$ cat config.mk
export PLATFORM = sky130hd
export DESIGN_NAME = jump_traj_engine
export DESIGN_NICKNAME = d
export VERILOG_FILES = /design/src/rtl/jump_traj_pkg.sv /design/src/rtl/jump_tick_gen.sv /design/src/rtl/jump_traj_engine.sv
export SDC_FILE = /design/constraint.sdc
export NUM_CORES = 1
export LEC_CHECK = 0
export BUFFER_PORTS_ARGS = -buffer_cell sky130_fd_sc_hd__buf_2
export CORE_MARGIN = 4
export CORE_UTILIZATION = 40
export CTS_CLUSTER_DIAMETER = 40
export CTS_CLUSTER_SIZE = 16
export DETAILED_ROUTE_END_ITERATION = 7
export SLEW_MARGIN = 10
export SYNTH_ARGS = -nofsm -noshare
export SYNTH_HDL_FRONTEND = slang
export SYNTH_SLANG_ARGS = --single-unit
$ cat constraint.sdc
create_clock -name clk_machine -period 5.1 [get_ports clk_machine]
set_clock_uncertainty 0.2 [all_clocks]
set_input_delay 0.255 -clock clk_machine [delete_from_list [all_inputs] [get_ports clk_machine]]
set_output_delay 0.255 -clock clk_machine [all_outputs]
set_load 0.03 [all_outputs]
$ cat src/rtl/jump_traj_pkg.sv
// Shared types, widths and saturation helpers for the jump trajectory engine.
package jump_traj_pkg;

  typedef enum logic [1:0] {
    IDLE = 2'd0,
    FLY  = 2'd1,
    DONE = 2'd2
  } state_t;

  localparam int unsigned V_W        = 12;
  localparam int unsigned H_ACC_W    = 22;
  localparam int unsigned D_ACC_W    = 17;
  localparam int unsigned FRAC       = 4;
  localparam int unsigned V_IN_W     = 11;
  localparam int unsigned HEIGHT_W   = 9;
  localparam int unsigned DIST_W     = 11;
  localparam int unsigned HEIGHT_MAX = 511;
  localparam int unsigned DIST_MAX   = 2047;

  // Fixed-point accumulator to whole pixels, clamped to the output range.
  function automatic logic [HEIGHT_W-1:0] sat_height(input logic [H_ACC_W-1:0] acc);
    logic [H_ACC_W-FRAC-1:0] px;
    px = acc[H_ACC_W-1:FRAC];
    if (px > (H_ACC_W-FRAC)'(HEIGHT_MAX)) return HEIGHT_W'(HEIGHT_MAX);
    return px[HEIGHT_W-1:0];
  endfunction

  function automatic logic [DIST_W-1:0] sat_dist(input logic [D_ACC_W-1:0] acc);
    logic [D_ACC_W-FRAC-1:0] px;
    px = acc[D_ACC_W-1:FRAC];
    if (px > (D_ACC_W-FRAC)'(DIST_MAX)) return DIST_W'(DIST_MAX);
    return px[DIST_W-1:0];
  endfunction

endpackage

$ cat src/rtl/jump_tick_gen.sv
// Physics tick divider: one-cycle o_tick_c every TICK_DIV enabled cycles.
module jump_tick_gen #(
  parameter int unsigned TICK_DIV = 1048576
) (
  input  logic clk,
  input  logic rst_n,
  input  logic i_clr,
  input  logic i_en,
  output logic o_tick_c
);

  localparam int unsigned CNT_W = $clog2(TICK_DIV);
  localparam logic [CNT_W-1:0] CNT_MAX = CNT_W'(TICK_DIV - 1);

  logic [CNT_W-1:0] r_cnt;

  // Counter rests at zero whenever the engine is not flying.
  always_ff @(posedge clk or negedge rst_n) begin
    if (!rst_n) begin
      r_cnt <= '0;
    end else if (i_clr || !i_en) begin
      r_cnt <= '0;
    end else if (r_cnt == CNT_MAX) begin
      r_cnt <= '0;
    end else begin
      r_cnt <= r_cnt + CNT_W'(1);
    end
  end

  assign o_tick_c = i_en && (r_cnt == CNT_MAX);

endmodule

$ cat src/rtl/jump_traj_engine.sv
// Ballistic jump integrator answering the jump FSM's request handshake.
// Optional apex pulse output enabled by defining JUMP_TRAJ_APEX_EN.
module jump_traj_engine
  import jump_traj_pkg::*;
#(
  parameter int unsigned TICK_DIV = 1048576,
  parameter int unsigned GRAV     = 1,
  parameter int unsigned H_STEP   = 32
) (
  input  logic        clk_machine,
  input  logic        rst_n,
  input  logic        i_en,
  input  logic [10:0] i_v_init,
  output logic [8:0]  o_height,
  output logic [10:0] o_dist,
  output logic        o_done,
  output logic        o_busy
`ifdef JUMP_TRAJ_APEX_EN
  ,
  output logic        o_apex
`endif
);

  state_t                  r_state;
  logic                    r_en_prev;
  logic signed [V_W-1:0]   r_v;
  logic [H_ACC_W-1:0]      r_h_acc;
  logic [D_ACC_W-1:0]      r_d_acc;
  logic [HEIGHT_W-1:0]     r_height;
  logic [DIST_W-1:0]       r_dist;
  logic                    r_done;
  logic                    r_busy;
`ifdef JUMP_TRAJ_APEX_EN
  logic                    r_apex;
`endif

  logic                    w_rise;
  logic                    w_start;
  logic                    w_abort;
  logic                    w_tick;
  logic signed [H_ACC_W:0] w_h_sum;
  logic [H_ACC_W-1:0]      w_h_next;
  logic signed [V_W-1:0]   w_v_next;
  logic [D_ACC_W:0]        w_d_sum;
  logic [D_ACC_W-1:0]      w_d_next;
  logic                    w_v_nonpos;
  logic                    w_v_next_nonpos;
  logic                    w_land;

  assign w_rise  = i_en && !r_en_prev;
  assign w_start = (r_state == IDLE) && w_rise;
  assign w_abort = (r_state == FLY) && !i_en;

  jump_tick_gen #(
    .TICK_DIV (TICK_DIV)
  ) u_tick (
    .clk      (clk_machine),
    .rst_n    (rst_n),
    .i_clr    (w_start || w_abort),
    .i_en     (r_state == FLY),
    .o_tick_c (w_tick)
  );

  // Signed next-height; its sign decides landing before anything is committed.
  assign w_h_sum         = $signed({1'b0, r_h_acc})
                         + $signed({{(H_ACC_W + 1 - V_W){r_v[V_W-1]}}, r_v});
  assign w_h_next        = w_h_sum[H_ACC_W-1:0];
  assign w_v_next        = r_v - $signed(V_W'(GRAV));
  assign w_v_nonpos      = r_v[V_W-1] || (r_v == '0);
  assign w_v_next_nonpos = w_v_next[V_W-1] || (w_v_next == '0);
  assign w_land          = w_v_nonpos && (w_h_sum[H_ACC_W] || (w_h_sum == '0));
  assign w_d_sum         = {1'b0, r_d_acc} + (D_ACC_W + 1)'(H_STEP);
  assign w_d_next        = w_d_sum[D_ACC_W] ? '1 : w_d_sum[D_ACC_W-1:0];

  always_ff @(posedge clk_machine or negedge rst_n) begin
    if (!rst_n) begin
      r_state   <= IDLE;
      r_en_prev <= 1'b1;  // a level already high at reset release is not an edge
      r_v       <= '0;
      r_h_acc   <= '0;
      r_d_acc   <= '0;
      r_height  <= '0;
      r_dist    <= '0;
      r_done    <= 1'b0;
      r_busy    <= 1'b0;
`ifdef JUMP_TRAJ_APEX_EN
      r_apex    <= 1'b0;
`endif
    end else begin
      r_en_prev <= i_en;
`ifdef JUMP_TRAJ_APEX_EN
      r_apex    <= 1'b0;
`endif
      case (r_state)
        IDLE: begin
          if (w_rise) begin
            r_state  <= FLY;
            r_busy   <= 1'b1;
            r_v      <= $signed({1'b0, i_v_init});
            r_h_acc  <= '0;
            r_d_acc  <= '0;
            r_height <= '0;
            r_dist   <= '0;
          end
        end
        FLY: begin
          if (!i_en) begin
            r_state  <= IDLE;
            r_busy   <= 1'b0;
            r_h_acc  <= '0;
            r_d_acc  <= '0;
            r_height <= '0;
            r_dist   <= '0;
          end else if (w_tick) begin
            r_d_acc <= w_d_next;
            r_dist  <= sat_dist(w_d_next);
            if (w_land) begin
              r_state  <= DONE;
              r_busy   <= 1'b0;
              r_done   <= 1'b1;
              r_h_acc  <= '0;
              r_height <= '0;
            end else begin
              r_h_acc  <= w_h_next;
              r_v      <= w_v_next;
              r_height <= sat_height(w_h_next);
`ifdef JUMP_TRAJ_APEX_EN
              r_apex   <= !w_v_nonpos && w_v_next_nonpos;
`endif
            end
          end
        end
        DONE: begin
          if (!i_en) begin
            r_state <= IDLE;
            r_done  <= 1'b0;
          end
        end
        default: begin
          r_state <= IDLE;
          r_busy  <= 1'b0;
          r_done  <= 1'b0;
        end
      endcase
    end
  end

`ifndef JUMP_TRAJ_APEX_EN
  // Apex detection is only consumed by the optional pulse output.
  logic w_unused;
  assign w_unused = w_v_next_nonpos;
`endif

  assign o_height = r_height;
  assign o_dist   = r_dist;
  assign o_done   = r_done;
  assign o_busy   = r_busy;
`ifdef JUMP_TRAJ_APEX_EN
  assign o_apex   = r_apex;
`endif

endmodule

# Word-level counts from Yosys, hierarchy flattened
# Cells that the tools add are included.
[op_classes]
add_sub_neg = 4
n_reduce_logical = 21
mux = 55
order_cmp = 2
bitwise = 2
n_eq_ne = 11
[ops]
columns = ["operator", "count"]
rows = [
  ["$mux W22", 4],
  ["$mux W17", 4],
  ["$mux W11", 5],
  ["$mux W9", 6],
  ["$mux W12", 4],
  ["$pmux W22 S2", 1],
  ["$mux W20", 2],
  ["$pmux W17 S2", 1],
  ["$pmux W12 S2", 1],
  ["$add A23 B12 Y23", 1],
  ["$logic_not A23 Y1", 1],
  ["$pmux W11 S2", 1],
  ["$add A20 B1 Y20 const B", 1],
  ["$eq A20 B20 Y1 const B", 1],
  ["$add A17 B6 Y18 const B", 1],
  ["$gt A18 B9 Y1 const B", 1],
  ["$pmux W9 S2", 1],
  ["$mux W1", 17],
  ["$gt A13 B11 Y1 const B", 1],
  ["$logic_not A12 Y1", 1],
  ["$ne A2 B2 Y1 const B", 6],
  ["$sub A12 B2 Y12 const B", 1],
  ["$mux W2", 5],
  ["$reduce_and A5 Y1", 2],
  ["13 further kinds", 26],
]
[word_totals]
word_cells = 105
in_bits = 14
reg_bits = 96

# Depth between registers and ports, before layout
# Gate-level depths: netlist of the first run.
[depth]
word_depth = 13
ltp_mapped = 13

# Cells and area by module
# A second synthesis of the first run with hierarchy kept.
[unflattened]
cells_unflattened = 651
area_unflattened_um2 = 5890.6
[modules_own_cells]
columns = ["mod", "instances", "cells_each", "area_each_um2"]
rows = [
  ["jump_traj_engine", 1, 548, 4777.1],
  ["jump_tick_gen", 1, 103, 1113.6],
]

# Worst setup path after synthesis of the first run
# OpenSTA, ideal clock, no wires.
[synth_path]
path_kind = "reg-to-reg"
start = "register r_v[0]"
end = "register r_v[2]"
path_stages_with_launch = 13
slack_ns = 1.607
synth_period_minus_slack_ns = 3.493
required_ns = 4.779
arrival_time_ns = 3.172
setup_ns = 0.121
cell_sequence = "dfrtp_1 > ha_1 > inv_1 > fa_1 > nand2b_1 > a211o_1 > a211oi_1 > o21ai_1 > mux2i_1 > a2111oi_4 > nand4_2 > and2_4 > a22o_1"
[synth_via]
elab_chain_len = 6
[synth_rtl]
columns = ["item", "line", "source"]
rows = [
  ["from (decl)", "jump_traj_engine.sv:26", "logic signed [V_W-1:0] r_v;"],
  ["from (signal assigned)", "jump_traj_engine.sv:99", "r_v <= $signed({1'b0, i_v_init});"],
  ["from (signal assigned)", "jump_traj_engine.sv:125", "r_v <= w_v_next;"],
  ["$add A23 B12 Y23", "jump_traj_engine.sv:66", "+ $signed({{(H_ACC_W + 1 - V_W){r_v[V_W-1]}}, r_v});"],
  ["$logic_not A23 Y1", "jump_traj_engine.sv:71", "assign w_land = w_v_nonpos && (w_h_sum[H_ACC_W] || (w_h_sum == '0));"],
  ["$logic_or A1 B1 Y1", "jump_traj_engine.sv:71", ""],
  ["$logic_and A1 B1 Y1", "jump_traj_engine.sv:71", ""],
  ["$ne A2 B2 Y1 (no source line)", "n/a", ""],
  ["$reduce_and A5 Y1 (no source line)", "n/a", ""],
]
# Parallel ways exist; a longest one is shown, timed or not. The select of a mux whose other input is x is not followed.
# A chain may end at the register's enable or synchronous reset.

# Worst setup path in the final report of the first run
# Same ends and word-level chain as after synthesis.

==> impl_metrics.tcl, run 1 <==
set metrics [dict create \
    result_of_the_run "complete, but fails checks" \
    failing_checks "design-rule violations" \
    yosys_register_bits 92 \
    hold_viol_final 0 \
    drc 2 \
    synthesis.instances 652 \
    overall_die_area_um2 16500 \
    max_slew_headroom_pct 20.7 \
    groute.usage.overall_pct 18.7 \
    fillers 1346 \
    cts-hold-fix-buffers 6 \
    tritoncts_num_sinks 92 \
    finalNonFillerCells 867 \
    period_minus_slack_ns 4.25 \
    synth_top_area_share_pct 39.4 \
    rsz0062_at_grt "false" \
    synthesis.area_um2 5790 \
    worst_hold_startpoint "i_v_init[9]" \
    die_w_um 128 \
    mostFrequentLayoutCell "sky130_fd_sc_hd__dfrtp_1" \
    top_level_ports 36 \
    critical_path.startpoint_type "register" \
    setup.worst_path.start "r_v[0]$_DFFE_PN0P_" \
    min_path_type "primary input to register" \
    busiest_layer "met2" \
    floorplan.core_area_um2 14000 \
    grt_use_met3_pct 2.63 \
    wl_um 14800 \
    global_route_met2_usage_pct 29.7 \
    post_detailed_route_wirelength_per_cell_um 17.0 \
    clockRootBuffer "sky130_fd_sc_hd__clkbuf_16" \
    post_route_cells_drive_above_1_share_pct 11.1 \
    crit_fanout 13 \
    grt_remaining_overflow 0 \
    cts_tree "done" \
    cts_htree_levels 3 \
    grt_first_pass_wirelength_um 25000 \
    initialDrtViolationCount 395 \
    clkTransAtPathRegs_ns 0.07 \
    r2r-start "r_v[0]$_DFFE_PN0P_" \
    share_of_synthesized_flip_flops_with_an_asynchronous_set_or_reset_pct 100 \
    clock_tree.buffer_depth 2 \
    grt_max_degree 65 \
    drt_first_pass_iters 8 \
    synth_top_cells_by_area "sky130_fd_sc_hd__dfrtp_1, sky130_fd_sc_hd__ha_1, sky130_fd_sc_hd__a21oi_1, sky130_fd_sc_hd__nand2_1, sky130_fd_sc_hd__nor2_1" \
    postRouteAntennaNets 0 \
    irDropWorstVdd_uv 173 \
    final-seq-area_um2 2300 \
    synth.distinct_cells 71 \
    worst-endpoint-required_ns 5.14 \
    globalRouteMet1Util_pct 26.0 \
    dp_hpwl_um 10700 \
    critPathCaptureType "register" \
    numCtsBuffers 9 \
    most_used_cells_in_the_layout_excluding_fill_and_tap_cells "sky130_fd_sc_hd__dfrtp_1, sky130_fd_sc_hd__nand2_1, sky130_fd_sc_hd__a21oi_1, sky130_fd_sc_hd__nor2_1" \
    number_of_standard_cell_rows_in_the_floorplan 43 \
    powerDensity_nw_per_um2 280 \
    post-synth-top-area-cell "sky130_fd_sc_hd__dfrtp_1" \
    post_placement_cell_count 845 \
    dieHeight_um 128 \
    grt_pass1_vias 5000 \
    synth.yosys.seq_area_share_pct 39.8 \
    route.detailed.vias_per_inst 5.79 \
    maxClockFrequency_mhz 235 \
    ys_dominant_reg_cell "sky130_fd_sc_hd__dfrtp_1" \
    classification_of_the_worst_setup_path "register to register" \
    warnings_from_yosys 0 \
    area_growth_pct 12.5 \
    mappedNetlistNets 692 \
    cp_data_arrival_time_ns 4.29 \
    setup.reg_to_reg.worst_slack_ns 0.85 \
    final_setup_violation_count 0 \
    port_buffer_count 35 \
    floorplan.initialDensity_pct 41.2 \
    r2r_end "r_v[2]$_DFFE_PN0P_" \
    final_max_slew_viol_count 0 \
    num-nets-final 722 \
    period_share_pct 83.3 \
    cts_resized 0 \
    number_of_enable_flip_flop_cells_after_synthesis 0 \
    power.static_leakage_nw 2.96 \
    cts.repair_timing.setup_buffer_count 0 \
    detailroute.via_count 5019 \
    hold_end "r_v[9]$_DFFE_PN0P_" \
    max_slew.worst_pin.slew_ns 1.18 \
    hold-path-cell-count 3 \
    timing.reg2reg.worst_path_depth 12 \
    syn_area_per_cell_um2 8.87 \
    gpl.final_weighted_congestion 0.950 \
    fin_tns_setup_ns 0 \
    clock_insertion_delay_at_the_later_pin_of_the_skew_report_ns 0.35 \
    antenna_cells 0 \
    multi_input_gate_area_um2 3320 \
    antenna_found_initial 0 \
    cap_violations 0 \
]
flip-flops by register name (all words and copies together) (netlist names):
register / count
u_tick.r_cnt: 20
o_busy: 1
r_en_prev: 1
r_h_acc: 22
o_height: 9
r_v: 12
r_d_acc: 13
r_state: 2
o_dist: 11
o_done: 1
through the flow:
step / utilization (%) / hold WS, ns / worst slack (ns) / cell area, um^2 / total power, mW
after global routing: 46.3 / 0.0302 / 0.589 / 6510 / 1.91
after global placement: 43.6 / 0.00785 / 1.02 / 6130 / 1.11
after floorplan: - / -0.241 / 1.61 / 5790 / 1.01
after detailed placement: 43.6 / 0.0164 / 0.870 / 6130 / 1.11
final: 46.3 / 0.00838 / 0.852 / 6510 / 1.82
after CTS: 46.3 / 0.00801 / 0.857 / 6510 / 1.84
final cells by class:
class	instances	share of cell area (%)
clock buffer	10	3.67
clock inverter	6	1.25
inverter	16	0.923
multi-input combinational	517	51.1
sequential	92	35.4
tap	180	3.46
timing repair buffer	46	4.23
where the power goes:
part	internal (mW)	switching (mW)	leakage, nW
Clock	0.403	0.314	0.156
Sequential	0.759	0.0448	1.25
Combinational	0.108	0.191	1.54
per-layer routing:
| metal | up-vias | share of wire, % |
|---|---|---|
| met1 | 2428 | 47 |
| met4 | 0 | 2.1 |
| met3 | 23 | 4.2 |
| met5 | - | 0 |
| met2 | 105 | 46 |
| li1 | 2463 | - |
critical path, stage by stage (launching register included):
cell,delay [ns]
sky130_fd_sc_hd__dfrtp_1,0.44
sky130_fd_sc_hd__ha_1,0.20
sky130_fd_sc_hd__inv_1,0.05
sky130_fd_sc_hd__fa_1,0.38
sky130_fd_sc_hd__nand2b_1,0.18
sky130_fd_sc_hd__a211o_1,0.35
sky130_fd_sc_hd__a211oi_1,0.45
sky130_fd_sc_hd__o21ai_1,0.23
sky130_fd_sc_hd__mux2i_1,0.19
sky130_fd_sc_hd__a2111oi_4,0.48
sky130_fd_sc_hd__nand4_2,0.44
sky130_fd_sc_hd__and2_4,0.34
sky130_fd_sc_hd__a22o_1,0.19
how the worst max path moves through the flow:
stage                    endpoint  slack, ns
2_1_floorplan  r_v[2]$_DFFE_PN0P_       1.61
3_3_place_gp   r_v[2]$_DFFE_PN0P_       1.02
3_5_place_dp   r_v[2]$_DFFE_PN0P_       0.87
4_1_cts        r_v[2]$_DFFE_PN0P_       0.86
5_1_grt        r_v[2]$_DFFE_PN0P_       0.59
6_report       r_v[2]$_DFFE_PN0P_       0.85
logic make-up after synthesis:
| kind of cell | synth area share (%) |
|---|---|
| simple gates | 20.0 |
| compound gates | 25.0 |
| flops | 39.8 |
| buf+inv | 2.96 |
| xor+xnor | 5.45 |
| fa+ha+maj | 5.75 |
| mux | 1.06 |
cells in the mapped netlist, drive strengths merged, types with 13 or more instances:
cell,n
dfrtp,91
nand2,77
a21oi,59
nor2,53
o21ai,44
ha,25
clkbuf,23
nand3,21
xor2,20
inv,16
xnor2,16
a21o,15
and3,15
a22o,13
nor3,13
Note: power is estimated with default switching activity, not from simulation.
==> run 2: changes to the inputs <==
==> constraint.sdc (replaced) <==
create_clock -name clk_machine -period 3.95 [get_ports clk_machine]
set_clock_uncertainty 0.2 [all_clocks]
set_input_delay 0.1975 -clock clk_machine [delete_from_list [all_inputs] [get_ports clk_machine]]
set_output_delay 0.1975 -clock clk_machine [all_outputs]
set_load 0.03 [all_outputs]
==> run 2 against run 1 <==
Effect of this change: the run now ends clean; wire length increased by 2.2%; sequential power grew 29%; critical path depth shrank 1; final area rose by 2.9%; clock power increased by 31%; flip-flop and latch count unchanged; global-route usage grew 0.29 points; combinational power is 34% higher; power increased by 31%; final cell count increased by 2.4%; critical path type unchanged; largest power group unchanged; highest routed layer unchanged.
==> impl_metrics.tcl, run 2 (synthesized netlist as in run 1, its figures left out) <==
set metrics [dict create \
    grt_max_degree 67 \
    gpl.final_weighted_congestion 0.916 \
    fillers 1331 \
    grt_pass1_vias 5039 \
    min_path_type "primary input to register" \
    r2r_end "o_height[2]$_DFFE_PN0P_" \
    max_slew.worst_pin.slew_ns 0.870 \
    powerDensity_nw_per_um2 355 \
    post_route_cells_drive_above_1_share_pct 13.0 \
    result_of_the_run "complete, no violations" \
    worstPathCellList "buf_4, ha_1, nand2_1, o21ai_1, a211oi_1, o31ai_1, or3_1, a2111oi_4, buf_4, a31oi_1, a221o_1" \
    placed_area_um2 6230 \
    grt_first_pass_wirelength_um 25200 \
    largest-register "r_h_acc" \
    final_max_slew_viol_count 0 \
    groute.usage.overall_pct 19.0 \
    cts_tree "done" \
    area_growth_pct 15.7 \
    largest_registers "r_h_acc: 22 flops, u_tick.r_cnt: 20 flops, r_d_acc: 13 flops" \
    clock_tree.buffer_depth 2 \
    crit_fanout 8 \
    dieHeight_um 128 \
    numCtsBuffers 9 \
    pre_cts_slack_ns 0.142 \
    cap_violations 0 \
    top_level_ports 36 \
    overall_die_area_um2 16500 \
    fin_hold_ws_ns 0.00655 \
    power.static_leakage_nw 3.05 \
    hold_viol_final 0 \
    final_setup_violation_count 0 \
    mostFrequentLayoutCell "sky130_fd_sc_hd__dfrtp_1" \
    period_minus_slack_ns 3.71 \
    dp_hpwl_um 11000 \
    drc 0 \
    initialDrtViolationCount 366 \
    num-nets-final 743 \
    worst-path-buf-inv 2 \
    hold_end "r_v[1]$_DFFE_PN0P_" \
    timing.final.ws_setup_ns 0.236 \
    worst_path_dominant_cell_family "compound AO/OA/AOI/OAI gates" \
    cp_data_arrival_time_ns 3.75 \
    worst_hold_startpoint "i_v_init[1]" \
    critPathMaxStageDelay_ns 0.52 \
    drt_first_pass_iters 7 \
    period_share_pct 94.0 \
    total_power_mw 2.38 \
    cts_htree_levels 3 \
    maxClockFrequency_mhz 269 \
    critical_path.startpoint_type "register" \
    critPathCaptureType "register" \
    worst-endpoint-required_ns 3.99 \
    number_of_standard_cell_rows_in_the_floorplan 43 \
    postRouteAntennaNets 0 \
    fin_tns_setup_ns 0 \
    floorplan.initialDensity_pct 41.2 \
    r2r-start "r_v[11]$_DFFE_PN0P_" \
    slowest_stage "sky130_fd_sc_hd__dfrtp_1" \
    post_detailed_route_wirelength_per_cell_um 17.0 \
    clock_insertion_delay_at_the_later_pin_of_the_skew_report_ns 0.36 \
    classification_of_the_worst_setup_path "register to register" \
    hold-path-cell-count 5 \
    timing.reg2reg.worst_path_depth 11 \
    antenna_cells 0 \
    port_buffer_count 35 \
    rsz0062_at_grt "false" \
    setup.reg_to_reg.worst_slack_ns 0.24 \
    irDropWorstVdd_uv 270 \
    clkTransAtPathRegs_ns 0.06 \
    most_used_cells_in_the_layout_excluding_fill_and_tap_cells "sky130_fd_sc_hd__dfrtp_1, sky130_fd_sc_hd__nand2_1, sky130_fd_sc_hd__a21oi_1, sky130_fd_sc_hd__nor2_1" \
    wl_um 15100 \
    floorplan.core_area_um2 14000 \
    max_slew_headroom_pct 42.0 \
    route.detailed.vias_per_inst 5.70 \
    tritoncts_num_sinks 92 \
    cp_common_cell "sky130_fd_sc_hd__buf_4" \
    grt_remaining_overflow 0 \
    largest_reg_flops 22 \
    post-route-cell-area_um2 6700 \
    detailroute.via_count 5064 \
    clockRootBuffer "sky130_fd_sc_hd__clkbuf_16" \
    die_w_um 128 \
    antenna_found_initial 0 \
]
==> run 2: power breakdown <==
part           internal (mW)  switching [mW]  total, mW
clock network          0.558           0.381      0.939
registers              0.981          0.0573       1.04
logic                  0.151           0.249      0.400
total                   1.69           0.686       2.38
==> run 2: what timing repair did <==
item	CTS	global route
resized for setup	0	4
endpoints found under the setup margin	0	21
hold endpoints to repair	76	0
hold buffers	11	0
setup buffers	0	2
==> run 2: tightest hold or removal path: stages <==
cell                      delay, ns
sky130_fd_sc_hd__buf_2         0.07
sky130_fd_sc_hd__nand2_1       0.04
sky130_fd_sc_hd__o21ai_0       0.06
sky130_fd_sc_hd__nand3_1       0.07
sky130_fd_sc_hd__o21ai_1       0.08
==> run 2: routing by layer <==
layer | global-route usage (%) | part of all wire, % | vias up
li1 | - | - | 2504
met1 | 26.1 | 46 | 2427
met2 | 30.9 | 48 | 118
met3 | 3.46 | 4.2 | 15
met4 | 5.18 | 1.3 | 0
met5 | 0 | 0 | -
==> run 2: cell type report <==
class,count,area [um^2],area share [%]
clock inverters,5,85.1,1.27
repair buffers,67,445,6.65
flip-flops and latches,92,2300,34.4
clock buffers,11,233,3.48
inverters,16,60.1,0.897
multi-input cells,517,3340,49.9
well taps,180,225,3.36
==> run 2: stage by stage <==
step           instances  util (%)
5_1_grt              888      47.7
3_5_place_dp         859      44.4
4_1_cts              886      47.4
2_1_floorplan        652         -
3_3_place_gp         859      44.4
6_report             888      47.7
==> run 2: how the worst max path moves through the flow <==
stage / from / to / slack, ns / cells past startpoint
2_1_floorplan: r_v[0]$_DFFE_PN0P_ / r_v[2]$_DFFE_PN0P_ / 0.46 / 12
3_3_place_gp: r_v[0]$_DFFE_PN0P_ / r_v[8]$_DFFE_PN0P_ / 0.24 / 13
3_5_place_dp: r_v[0]$_DFFE_PN0P_ / r_v[5]$_DFFE_PN0P_ / 0.14 / 13
4_1_cts: r_v[0]$_DFFE_PN0P_ / r_v[5]$_DFFE_PN0P_ / 0.12 / 13
5_1_grt: r_v[11]$_DFFE_PN0P_ / r_v[5]$_DFFE_PN0P_ / 0.03 / 12
6_report: r_v[11]$_DFFE_PN0P_ / o_height[2]$_DFFE_PN0P_ / 0.24 / 11
==> run 3: changes to the inputs <==
--- a/config.mk
+++ b/config.mk
@@ -6,6 +6,7 @@
 export NUM_CORES = 1
 export LEC_CHECK = 0
 export BUFFER_PORTS_ARGS = -buffer_cell sky130_fd_sc_hd__buf_2
+export CORE_ASPECT_RATIO = 0.5
 export CORE_MARGIN = 4
 export CORE_UTILIZATION = 40
 export CTS_CLUSTER_DIAMETER = 40
==> run 3 against run 2 <==
Effect of this change: flip-flop and latch count unchanged; count of clock-buffer cells in the layout decreased by 1; first-iteration DRC count decreased by 4.1%; power increased by 4.2%; combinational power increased by 6.2%; register-to-register slack got worse by 0.08 ns; non-clock buffer count unchanged; sequential share of layout area decreased by 0.14 points; worst hold slack got worse by 0.0059 ns; wire length decreased by 1.3%; clock power increased by 9%; core utilization increased by 0.88 points; largest power group unchanged; highest routed layer unchanged.
==> impl_metrics.tcl, run 3 (synthesized netlist as in run 1, its figures left out) <==
set metrics [dict create \
    result_of_the_run "complete, no violations" \
    num-nets-final 743 \
    tritoncts_num_sinks 92 \
    hold_viol_final 0 \
    min_path_type "primary input to register" \
    post_detailed_route_wirelength_per_cell_um 16.5 \
    final_max_slew_viol_count 0 \
    post_route_cells_drive_above_1_share_pct 13.4 \
    die_w_um 178 \
    groute.usage.overall_pct 18.6 \
    port_buffer_count 35 \
    classification_of_the_worst_setup_path "register to register" \
    total_power_mw 2.48 \
    grt_remaining_overflow 0 \
    crit_fanout 11 \
    initialDrtViolationCount 351 \
    cts_htree_levels 3 \
    critPathMaxStageDelay_ns 0.51 \
    mostFrequentLayoutCell "sky130_fd_sc_hd__dfrtp_1" \
    max_slew_headroom_pct 32.6 \
    postRouteAntennaNets 0 \
    largest_reg_flops 22 \
    period_share_pct 96.0 \
    detailroute.via_count 5100 \
    power_switching_share_pct 28.4 \
    grt_max_degree 79 \
    cell_internal_pwr_mw 1.77 \
    dp_hpwl_um 10900 \
    floorplan.initialDensity_pct 41.8 \
    final_util_pct 48.6 \
    route.detailed.vias_per_inst 5.67 \
    worst_hold_startpoint "i_v_init[8]" \
    final_setup_violation_count 0 \
    antenna_found_initial 0 \
    power.share.clock_pct 41.1 \
    setup.worst_path.start "r_v[11]$_DFFE_PN0P_" \
    dieHeight_um 93.0 \
    clock_tree.buffer_depth 2 \
    cp_data_arrival_time_ns 3.82 \
    cts_tree "done" \
    fin_tns_setup_ns 0 \
    area_growth_pct 16.2 \
    powerDensity_nw_per_um2 368 \
    critPathCaptureType "register" \
    largest_registers "r_h_acc: 22 flops, u_tick.r_cnt: 20 flops, r_d_acc: 13 flops" \
    p_sw_mw 0.703 \
    critical_path.startpoint_type "register" \
    clock_insertion_delay_at_the_later_pin_of_the_skew_report_ns 0.35 \
    worst-endpoint-required_ns 3.98 \
    largest-register "r_h_acc" \
    drt_first_pass_iters 5 \
    cap_violations 0 \
    clkTransAtPathRegs_ns 0.07 \
    gpl.final_weighted_congestion 0.903 \
    overall_die_area_um2 16600 \
    antenna_cells 0 \
    numCtsBuffers 9 \
    grt_first_pass_wirelength_um 24800 \
    max_slew.worst_pin.slew_ns 1.01 \
    top_level_ports 36 \
    power.static_leakage_nw 3.06 \
    clockRootBuffer "sky130_fd_sc_hd__clkbuf_16" \
    worstPathCellList "ha_1, a21oi_1, o21ai_1, a211oi_1, o31ai_1, or3_1, a2111oi_4, buf_4, a31oi_1, a221o_1" \
    wl_um 14900 \
    most_used_cells_in_the_layout_excluding_fill_and_tap_cells "sky130_fd_sc_hd__dfrtp_1, sky130_fd_sc_hd__nand2_1, sky130_fd_sc_hd__a21oi_1, sky130_fd_sc_hd__nor2_1" \
    maxClockFrequency_mhz 264 \
    fillers 1341 \
    slowest_stage "sky130_fd_sc_hd__dfrtp_2" \
    p_comb_share_pct 17.2 \
    drc 0 \
    cts.repair_timing.setup_buffer_count 0 \
    grt_pass1_vias 4903 \
    r2r-start "r_v[11]$_DFFE_PN0P_" \
    irDropWorstVdd_uv 231 \
    floorplan.core_area_um2 13900 \
    number_of_standard_cell_rows_in_the_floorplan 30 \
    pwr-share-seq_pct 41.7 \
    period_minus_slack_ns 3.79 \
    rsz0062_at_grt "false" \
]
[run 3: cell types whose count changed in the layout (fill, tap and decap cells not counted), sizes merged]
cell	delta
buf	+1
bufinv	+1
clkbuf	-1
clkinvlp	-1
dlygate4sd3	-1
inv	+1
[run 3: worst max-delay path: cells and delay by family, from the launching register on]
| kind | cells | cell delay (ns) |
|---|---|---|
| buffers and inverters | 1 | 0.20 |
| AOI/OAI and AO/OA | 7 | 1.87 |
| DFF | 1 | 0.51 |
| adders and majority gates | 1 | 0.47 |
| and+or+nand+nor | 1 | 0.42 |
[run 3: routing by layer]
layer / GRT usage (%) / up-vias / part of all wire, %
li1: - / 2506 / -
met1: 26.0 / 2473 / 49
met2: 29.6 / 102 / 45
met3: 3.76 / 19 / 3.9
met4: 4.76 / 0 / 1.6
met5: 0 / - / 0
[run 3: layout make-up]
class	count	area, um^2	share of cell area [%]
Clock inverter	6	119	1.77
Tap cell	192	240	3.57
Sequential cell	92	2300	34.3
Multi-Input combinational cell	517	3330	49.5
Clock buffer	10	229	3.40
Timing Repair Buffer	67	443	6.59
Inverter	16	60.1	0.893
[run 3: stage by stage]
stage          worst slack [ns]  hold WS (ns)  cells  instance area, um^2
6_report                  0.160      0.000676    900                 6730
4_1_cts                   0.129        0.0164    900                 6720
3_5_place_dp              0.136         0.162    874                 6270
3_3_place_gp              0.101         0.161    874                 6270
5_1_grt                 0.00962        0.0338    900                 6730
2_1_floorplan             0.457        -0.298    652                 5790
[run 3: timing repair]
| item | 4_1_cts | 5_1_grt |
|---|---|---|
| resized for setup | 0 | 3 |
| hold buffers | 10 | 0 |
| endpoints found under the setup margin | 0 | 14 |
| hold endpoints to repair | 86 | 0 |
[run 3: power by group through the flow]
stage               sequential [mW]  clock (mW)  combinational [mW]
floorplan                      1.04           0               0.270
global placement               1.05           0               0.414
detailed placement             1.05           0               0.414
CTS                            1.03        1.04               0.425
global route                   1.04        1.08               0.467
finish                         1.03        1.02               0.425
[run 3: final timing paths]
kind / endpoint / slack (ns) / depth (start not counted)
min in group asynchronous: o_dist[8]$_DFFE_PN0P_ / 0.33 / 2
worst max-delay path: o_height[0]$_DFFE_PN0P_ / 0.16 / 10
worst min register to register: o_height[8]$_DFFE_PN0P_ / 0.27 / 2
worst min-delay path: r_v[8]$_DFFE_PN0P_ / 0.0007 / 3
max in group asynchronous: r_v[11]$_DFFE_PN0P_ / 2.31 / 3
worst max register to register: o_height[0]$_DFFE_PN0P_ / 0.16 / 10
